<file path="src/rtl/k_current_calc.sv">
// Hodgkin-Huxley potassium current I_K = gK * n^4 * (V - EK), sequential datapath with
// valid/ready handshakes. Define IK_CONDUCTANCE_OUT_EN to expose the conductance as g_k_out.
module k_current_calc #(
    parameter int GK_X1000 = 36000,
    parameter int EK       = -77,
    parameter int SCALE    = 1000
) (
    input  logic        clk,
    input  logic        reset_n,
    input  logic        in_valid,
    output logic        in_ready,
    input  logic [15:0] n_in,
    input  logic [15:0] V,
    output logic        out_valid,
    input  logic        out_ready,
    output logic [15:0] i_k,
    output logic        sat
`ifdef IK_CONDUCTANCE_OUT_EN
    ,
    output logic [31:0] g_k_out
`endif
);

    typedef enum logic [2:0] {StIdle, StSq1, StSq2, StGsc, StDrv, StDone} state_e;

    state_e             state_q, state_d;
    logic signed [31:0] n_c_q, n_c_d;
    logic signed [31:0] n2_q, n2_d;
    logic signed [31:0] n4_q, n4_d;
    logic signed [31:0] g_q, g_d;
    logic signed [16:0] dv_q, dv_d;
    logic               clamp_q, clamp_d;
    logic               out_valid_q, out_valid_d;
    logic               sat_q, sat_d;
    logic        [15:0] i_k_q, i_k_d;

    logic signed [31:0] n_ext;
    logic signed [16:0] v_ext;
    logic signed [31:0] dv_ext;
    logic signed [31:0] r;

    assign n_ext  = {{16{n_in[15]}}, n_in};
    assign v_ext  = {V[15], V};
    assign dv_ext = {{15{dv_q[16]}}, dv_q};
    // Magnitudes stay below 2^31: g <= 36000 and |dv| <= 32845.
    assign r      = (g_q * dv_ext) / SCALE;

    assign in_ready  = (state_q == StIdle);
    assign out_valid = out_valid_q;
    assign i_k       = i_k_q;
    assign sat       = sat_q;

    always_comb begin
        state_d     = state_q;
        n_c_d       = n_c_q;
        n2_d        = n2_q;
        n4_d        = n4_q;
        g_d         = g_q;
        dv_d        = dv_q;
        clamp_d     = clamp_q;
        out_valid_d = out_valid_q;
        sat_d       = sat_q;
        i_k_d       = i_k_q;
        case (state_q)
            StIdle: begin
                if (in_valid) begin
                    if (n_ext < 0) begin
                        n_c_d = '0;
                    end else if (n_ext > SCALE) begin
                        n_c_d = SCALE;
                    end else begin
                        n_c_d = n_ext;
                    end
                    clamp_d = (n_ext < 0) || (n_ext > SCALE);
                    dv_d    = v_ext - 17'(EK);
                    state_d = StSq1;
                end
            end
            StSq1: begin
                n2_d    = (n_c_q * n_c_q) / SCALE;
                state_d = StSq2;
            end
            StSq2: begin
                n4_d    = (n2_q * n2_q) / SCALE;
                state_d = StGsc;
            end
            StGsc: begin
                g_d     = (GK_X1000 * n4_q) / SCALE;
                state_d = StDrv;
            end
            StDrv: begin
                if (r > 32767) begin
                    i_k_d = 16'h7fff;
                    sat_d = 1'b1;
                end else if (r < -32768) begin
                    i_k_d = 16'h8000;
                    sat_d = 1'b1;
                end else begin
                    i_k_d = r[15:0];
                    sat_d = clamp_q;
                end
                out_valid_d = 1'b1;
                state_d     = StDone;
            end
            StDone: begin
                if (out_ready) begin
                    out_valid_d = 1'b0;
                    state_d     = StIdle;
                end
            end
            default: state_d = StIdle;
        endcase
    end

    always_ff @(posedge clk or negedge reset_n) begin
        if (!reset_n) begin
            state_q     <= StIdle;
            n_c_q       <= '0;
            n2_q        <= '0;
            n4_q        <= '0;
            g_q         <= '0;
            dv_q        <= '0;
            clamp_q     <= 1'b0;
            out_valid_q <= 1'b0;
            sat_q       <= 1'b0;
            i_k_q       <= '0;
        end else begin
            state_q     <= state_d;
            n_c_q       <= n_c_d;
            n2_q        <= n2_d;
            n4_q        <= n4_d;
            g_q         <= g_d;
            dv_q        <= dv_d;
            clamp_q     <= clamp_d;
            out_valid_q <= out_valid_d;
            sat_q       <= sat_d;
            i_k_q       <= i_k_d;
        end
    end

`ifdef IK_CONDUCTANCE_OUT_EN
    always_ff @(posedge clk or negedge reset_n) begin
        if (!reset_n) begin
            g_k_out <= '0;
        end else if (state_q == StGsc) begin
            g_k_out <= g_d;
        end
    end
`else
    // Conductance stays internal in this build.
`endif

endmodule
</file>
<file path="config.mk">
export PLATFORM = sky130hd
export DESIGN_NAME = k_current_calc
export DESIGN_NICKNAME = d
export VERILOG_FILES = /design/src/rtl/k_current_calc.sv
export SDC_FILE = /design/constraint.sdc
export NUM_CORES = 2
export LEC_CHECK = 0
export ABC_AREA = 1
export CAP_MARGIN = 20
export CORE_UTILIZATION = 25
export CTS_CLUSTER_DIAMETER = 150
export DETAILED_ROUTE_END_ITERATION = 10
export GPL_TIMING_DRIVEN = 0
export PLACE_DENSITY = 0.34
export SYNTH_ARGS = -nofsm -noshare
export SYNTH_HDL_FRONTEND = slang
export SYNTH_SLANG_ARGS = --single-unit
</file>
<file path="constraint.sdc">
create_clock -name clk -period 44.7 [get_ports clk]
set_input_delay 4.47 -clock clk [delete_from_list [all_inputs] [get_ports clk]]
set_output_delay 4.47 -clock clk [all_outputs]
set_load 0.05 [all_outputs]
</file>
* Word level (Yosys, flattened, before mapping)
Index checks and enable logic that the tools add are counted.
Word-level totals: flip-flop bits (word level) 167, input port bits 36, logic and storage cells 47
Cells by class: add/subtract/negate cells 1, multipliers 4, divide/modulo/power cells 4, $lt $le $gt $ge 4, equality and inequality tests 7, multiplexer cells 11, reduce and logical (&&, ||, !) cells 6
Operators with widths (number):
- 32-bit by 11-bit divider with 32-bit output, second input constant | 4
- 32-bit by 32-bit multiplier with 32-bit output | 2
- 32-bit 2-to-1 mux | 2
- 32-bit by 16-bit > comparator with 1-bit output, second input constant | 1
- 32-bit by 16-bit < comparator with 1-bit output, second input constant | 1
- 12-bit by 32-bit multiplier with 27-bit output, first input constant | 1
- 32-bit by 17-bit multiplier with 32-bit output | 1
- 16-bit 2-to-1 mux | 2
- 3-bit one-hot mux with 6 select lines | 1
- 16-bit by 8-bit subtractor with 17-bit output, second input constant | 1
- 16-bit by 11-bit > comparator with 1-bit output, second input constant | 1
- 16-bit by 1-bit < comparator with 1-bit output, second input constant | 1
- 3-bit by 2-bit == test with 1-bit output, second input constant | 2
- 3-bit == test, second input constant | 2
- 3-bit 2-to-1 mux | 2
- 2-bit AND reduction | 3
- 2-bit != test, second input constant | 2
- 3-bit by 1-bit == test with 1-bit output, second input constant | 1
- 3-bit logical NOT | 1
- 1-bit 2-to-1 mux | 3
- 1-bit one-hot mux with 2 select lines | 1
- 2-bit nonzero test | 1
- 1-bit logical OR | 1

* Logic depth before layout (Yosys ltp)
depth after elaboration 5, mapped depth 180, gate-level depth less buffers 177

* Least setup slack after synthesis
No wires, ideal clock.
path kind reg-to-reg, start point register n_c_q[13], end point register n2_q[22], setup time 0.151 ns, data arrival time 19.226 ns, slack 25.324 ns, cell stages (with the launch flop) 150, path buffers 6, clock period less this slack 19.376 ns, path through dfrtp_1 > clkbuf_1 > clkbuf_1 > nand2_1 > inv_1 > fa_1 > fa_1 > fa_1 > fa_1 > inv_1 > fa_1 > inv_1 > ha_1 > inv_1 > fa_1 > inv_1 > fa_1 > ha_1 > [114 not listed] > nand3_1 > nand2_2 > o21bai_2 > nand2_1 > inv_1 > nor2_2 > nor2_4 > a21oi_2 > ha_1 > inv_1 > nor3_2 > nand4_1 > nor4_2 > nand3_1 > nor2_1 > nand2_2 > o41ai_1 > nand2_1
On the way: cells in the longest elaborated chain, start to end 2
RTL lines:
- start: declaration | line 27 | logic signed [31:0] n_c_q, n_c_d;
- start signal: assignment | line 129 | n_c_q <= n_c_d;
- 32-bit by 32-bit multiplier with 32-bit output | line 80 | n2_d = (n_c_q * n_c_q) / SCALE;
- 32-bit by 11-bit divider with 32-bit output | line 80
- end signal: assignment | line 130 | n2_q <= n2_d;
- end: declaration | line 28 | logic signed [31:0] n2_q, n2_d;
Every way passes these cells. A chain may end at the register's enable or synchronous reset.

* Final worst setup path
start point register n_c_q[11], end point register n2_q[28]
The elaborated chain is that of the path after synthesis.

==> parameters.txt <==
Parameter                              Value

Outcome
  Result of the run    complete, no violations

Timing
  Final setup viols    0
  Upper clock frequency limit    roughly 41 MHz
  Max Transition Viols Final    0
  Relative slew margins    between 20 and 25%
  Final worst-path cycle share    54.7%
  Number of hold violations in the final report    0
  Transition at the pin with the smallest max-transition slack    about 1100 ps
  Final Skew    about 32 ps
  Final critical delay including setup and external delays    24470 ps
  Sum of negative setup slack    0 ps
  Setup repair after global routing missed its margin    false

Synthesis
  Cell count after synthesis    between 10000 and 15000
  Synth Cell Area    ~73000 um2
  Post-synthesis async set-or-reset flop share    100%
  Most instantiated flip-flop cell in the synthesis netlist    sky130_fd_sc_hd__dfrtp_1
  Per-instance average area after synthesis    6.66 um2
  Distinct cell type count of the synthesized netlist    85
  Synthesized flop and latch total    between 100 and 150
  Number of nets produced by synthesis    12400
  Sequential element share of the synthesized area    between 4 and 5%
  Number of enable flip-flop cells after synthesis    0
  Warnings, synthesis    0

Global route
  Number of global-route vias before repair    slightly below 70000
  Number of antenna violations at the first check in global routing    5
  Total global-route track usage    around 16%
  First-pass GRT wire length    about 380 mm
  Largest net degree at the start of global routing    slightly above 80
  Final global-route overflow total    0

Route
  Final wirelength    between 200 and 250 mm
  Via count    65000
  Average wire per cell in the routed design    about 16 um
  Detail-routed via count per cell    roughly 4.3
  Initial DRC Count    about 3200
  Number of nets with antenna violations after routing    0
  Detailed-routing iteration count for the pre-antenna-repair pass    7
  DRC errors left    0

Finish
  Area growth from synthesis to final layout    8.45%
  Most common cell after layout, fill and taps aside    sky130_fd_sc_hd__nand2_1
  Proportion of layout cells with a drive suffix above 1    11.4%
  Fill cell count    32800
  Post-layout net count    around 13000
  Non-filler instance count after layout    15000
  Final design instance area without fill    79500 um2
  Most frequent cells in the layout    sky130_fd_sc_hd__nand2_1 (2838), sky130_fd_sc_hd__inv_1 (2546), sky130_fd_sc_hd__fa_1 (884)

Floorplanning
  Rows    198
  Total Die Area    295000 um2
  Height of the chip    roughly 540 um
  Core box area    291000 um2
  Die outline width    543 um
  # IOs    between 50 and 60
  Starting density of the core    about a quarter

Clocking
  Number of buffers created by CTS    25
  Number of sinks driven by the clock tree    roughly 150
  Clock transition at the registers of the reported paths    approximately 80 ps
  Max H-tree Level    4
  Clock Tree Root    sky130_fd_sc_hd__clkbuf_16
  Post_cts resized    0
  Count of hold-fix buffers inserted at cts    0
  Clock latency of the later-clocked register in the worst-skew pair    a little under 600 ps
  Clock tree from TritonCTS    yes
  Number of setup buffers added after CTS    0
  Buffer depth of the longest clock path    3

Setup path
  Register-to-register setup slack    roughly 20000 ps
  Slowest-stage cell, CP    sky130_fd_sc_hd__clkbuf_1
  Worst Path Class, Setup    reg2reg
  Worst setup startpoint    n_c_q[11]
  CP startpoint kind    flip-flop
  Number of cells on the worst reg-to-reg path    142
  Stage delay of the slowest cell on the critical path    630 ps
  Req. time, crit path    between 40000 and 50000 ps
  CP max FO    10
  Crit path max-delay family    simple AND/OR/NAND/NOR gates
  Path length in cells of the critical path    between 100 and 150
  Data arrival, critical path    between 20000 and 25000 ps
  Critical path capture point    n2_q[28]
  Capturing point of the worst reg2reg path    n2_q[28]
  Combined buffer and inverter count along the critical path    16
  Critical path endpoint category    flip-flop
  Crit Reg-Reg Startpoint    n_c_q[11]

Placed design
  Number of instances in the placed design    between 10000 and 15000
  Routability congestion estimate from global placement    slightly above 0.8
  Dpl cell area    between 70000 and 80000 um2
  Final HPWL from detailed placement    ~210 mm
  Number of buffer cells added on primary ports    between 50 and 60

Min path
  HP Class    reg2reg

Run
  Number of violations of the max-capacitance limit    0
-- cell type report --
| type | count | area, um2 | share of cell area, % |
|---|---|---|---|
| well taps | 3900 | 4880 | 6.14 |
| clock inverters | 4 | 25.0 | 0.0315 |
| repair buffers | 59 | 624 | 0.785 |
| inverters | 2715 | 10200 | 12.9 |
| diodes | 1 | 2.50 | 0.00315 |
| clock buffers | 28 | 657 | 0.826 |
| multi-input cells | 7924 | 57900 | 72.9 |
| plain buffers | 225 | 1520 | 1.91 |
| flip-flops and latches | 145 | 3630 | 4.56 |
-- sequential cells by signal (all words and copies together) (netlist names) --
signal / flops
dv_q: 17
i_k: 16
clamp_q: 1
n2_q: 32
sat: 1
n_c_q: 15
n4_q: 27
g_q: 32
out_valid: 1
state_q: 3
-- worst min-delay path by stage --
stage / start / to / cells past startpoint
final: i_k[13] / i_k[13] / 2
after global routing: i_k[10] / i_k[10] / 2
after CTS: i_k[13] / i_k[13] / 2
after detailed placement: i_k[5] / i_k[5] / 2
after global placement: i_k[5] / i_k[5] / 2
after floorplan: g_q[31] / g_q[31] / 2
-- Yosys cell counts (32+ instances only) --
| master | instances | area (um2) |
|---|---|---|
| sky130_fd_sc_hd__a21oi_1 | 161 | 806 |
| sky130_fd_sc_hd__clkbuf_1 | 129 | 484 |
| sky130_fd_sc_hd__clkbuf_8 | 32 | 440 |
| sky130_fd_sc_hd__dfrtp_1 | 145 | 3630 |
| sky130_fd_sc_hd__fa_1 | 884 | 17700 |
| sky130_fd_sc_hd__ha_1 | 495 | 6190 |
| sky130_fd_sc_hd__inv_1 | 2546 | 9560 |
| sky130_fd_sc_hd__inv_2 | 133 | 499 |
| sky130_fd_sc_hd__nand2_1 | 2838 | 10700 |
| sky130_fd_sc_hd__nand2_2 | 423 | 2650 |
| sky130_fd_sc_hd__nand2_4 | 120 | 1350 |
| sky130_fd_sc_hd__nand3_1 | 723 | 3620 |
| sky130_fd_sc_hd__nand3_2 | 117 | 1170 |
| sky130_fd_sc_hd__nand3b_1 | 40 | 300 |
| sky130_fd_sc_hd__nand4_1 | 154 | 963 |
| sky130_fd_sc_hd__nor2_1 | 628 | 2360 |
| sky130_fd_sc_hd__nor2_2 | 118 | 738 |
| sky130_fd_sc_hd__nor3_1 | 77 | 385 |
| sky130_fd_sc_hd__o21ai_0 | 213 | 1070 |
| sky130_fd_sc_hd__o21ai_1 | 148 | 741 |
| sky130_fd_sc_hd__o21ai_2 | 33 | 289 |
| sky130_fd_sc_hd__o21bai_1 | 43 | 323 |
| sky130_fd_sc_hd__xnor2_1 | 68 | 596 |
| sky130_fd_sc_hd__xor2_1 | 313 | 2740 |
-- worst register-to-register path, delay by kind of cell, from the launching register on --
family                   cells  cell delay [ps]
adder cells (fa/ha/maj)     10             4210
buffers and inverters       16             2400
AO/OA/AOI/OAI               11             3090
flip-flops                   1              400
XOR/XNOR                     1              470
AND/OR/NAND/NOR            104            13740
-- logic make-up after synthesis --
logic type | share of synthesized area [%]
buffers and inverters | 16.0
AOI/OAI and AO/OA | 6.30
adders and majority gates | 32.6
DFF | 4.95
and+or+nand+nor | 35.2
xor gates and xnor gates | 4.95
-- metrics by stage --
stage / setup slack [ps] / utilization (%) / hold slack, ps
6_report: 20230 / 27.3 / 477
4_1_cts: 19900 / 27.3 / 481
3_5_place_dp: 20010 / 27.0 / 464
2_1_floorplan: 25320 / - / 449
5_1_grt: 17580 / 27.3 / 494
3_3_place_gp: 19790 / 27.0 / 465
-- per-layer routing --
layer / vias up / wire length [um] / share of wire [%] / track usage (%)
met5: - / 0 / 0 / 0
met2: 623 / 114000 / 48 / 28.9
met3: 111 / 4480 / 1.9 / 0.765
met4: 0 / 2920 / 1.2 / 2.25
li1: 33200 / - / - / -
met1: 31100 / 118000 / 49 / 22.5
Power is left out: the tool's default activity adds up to more than one toggle a clock period on the data nets, which glitch-free logic cannot reach.
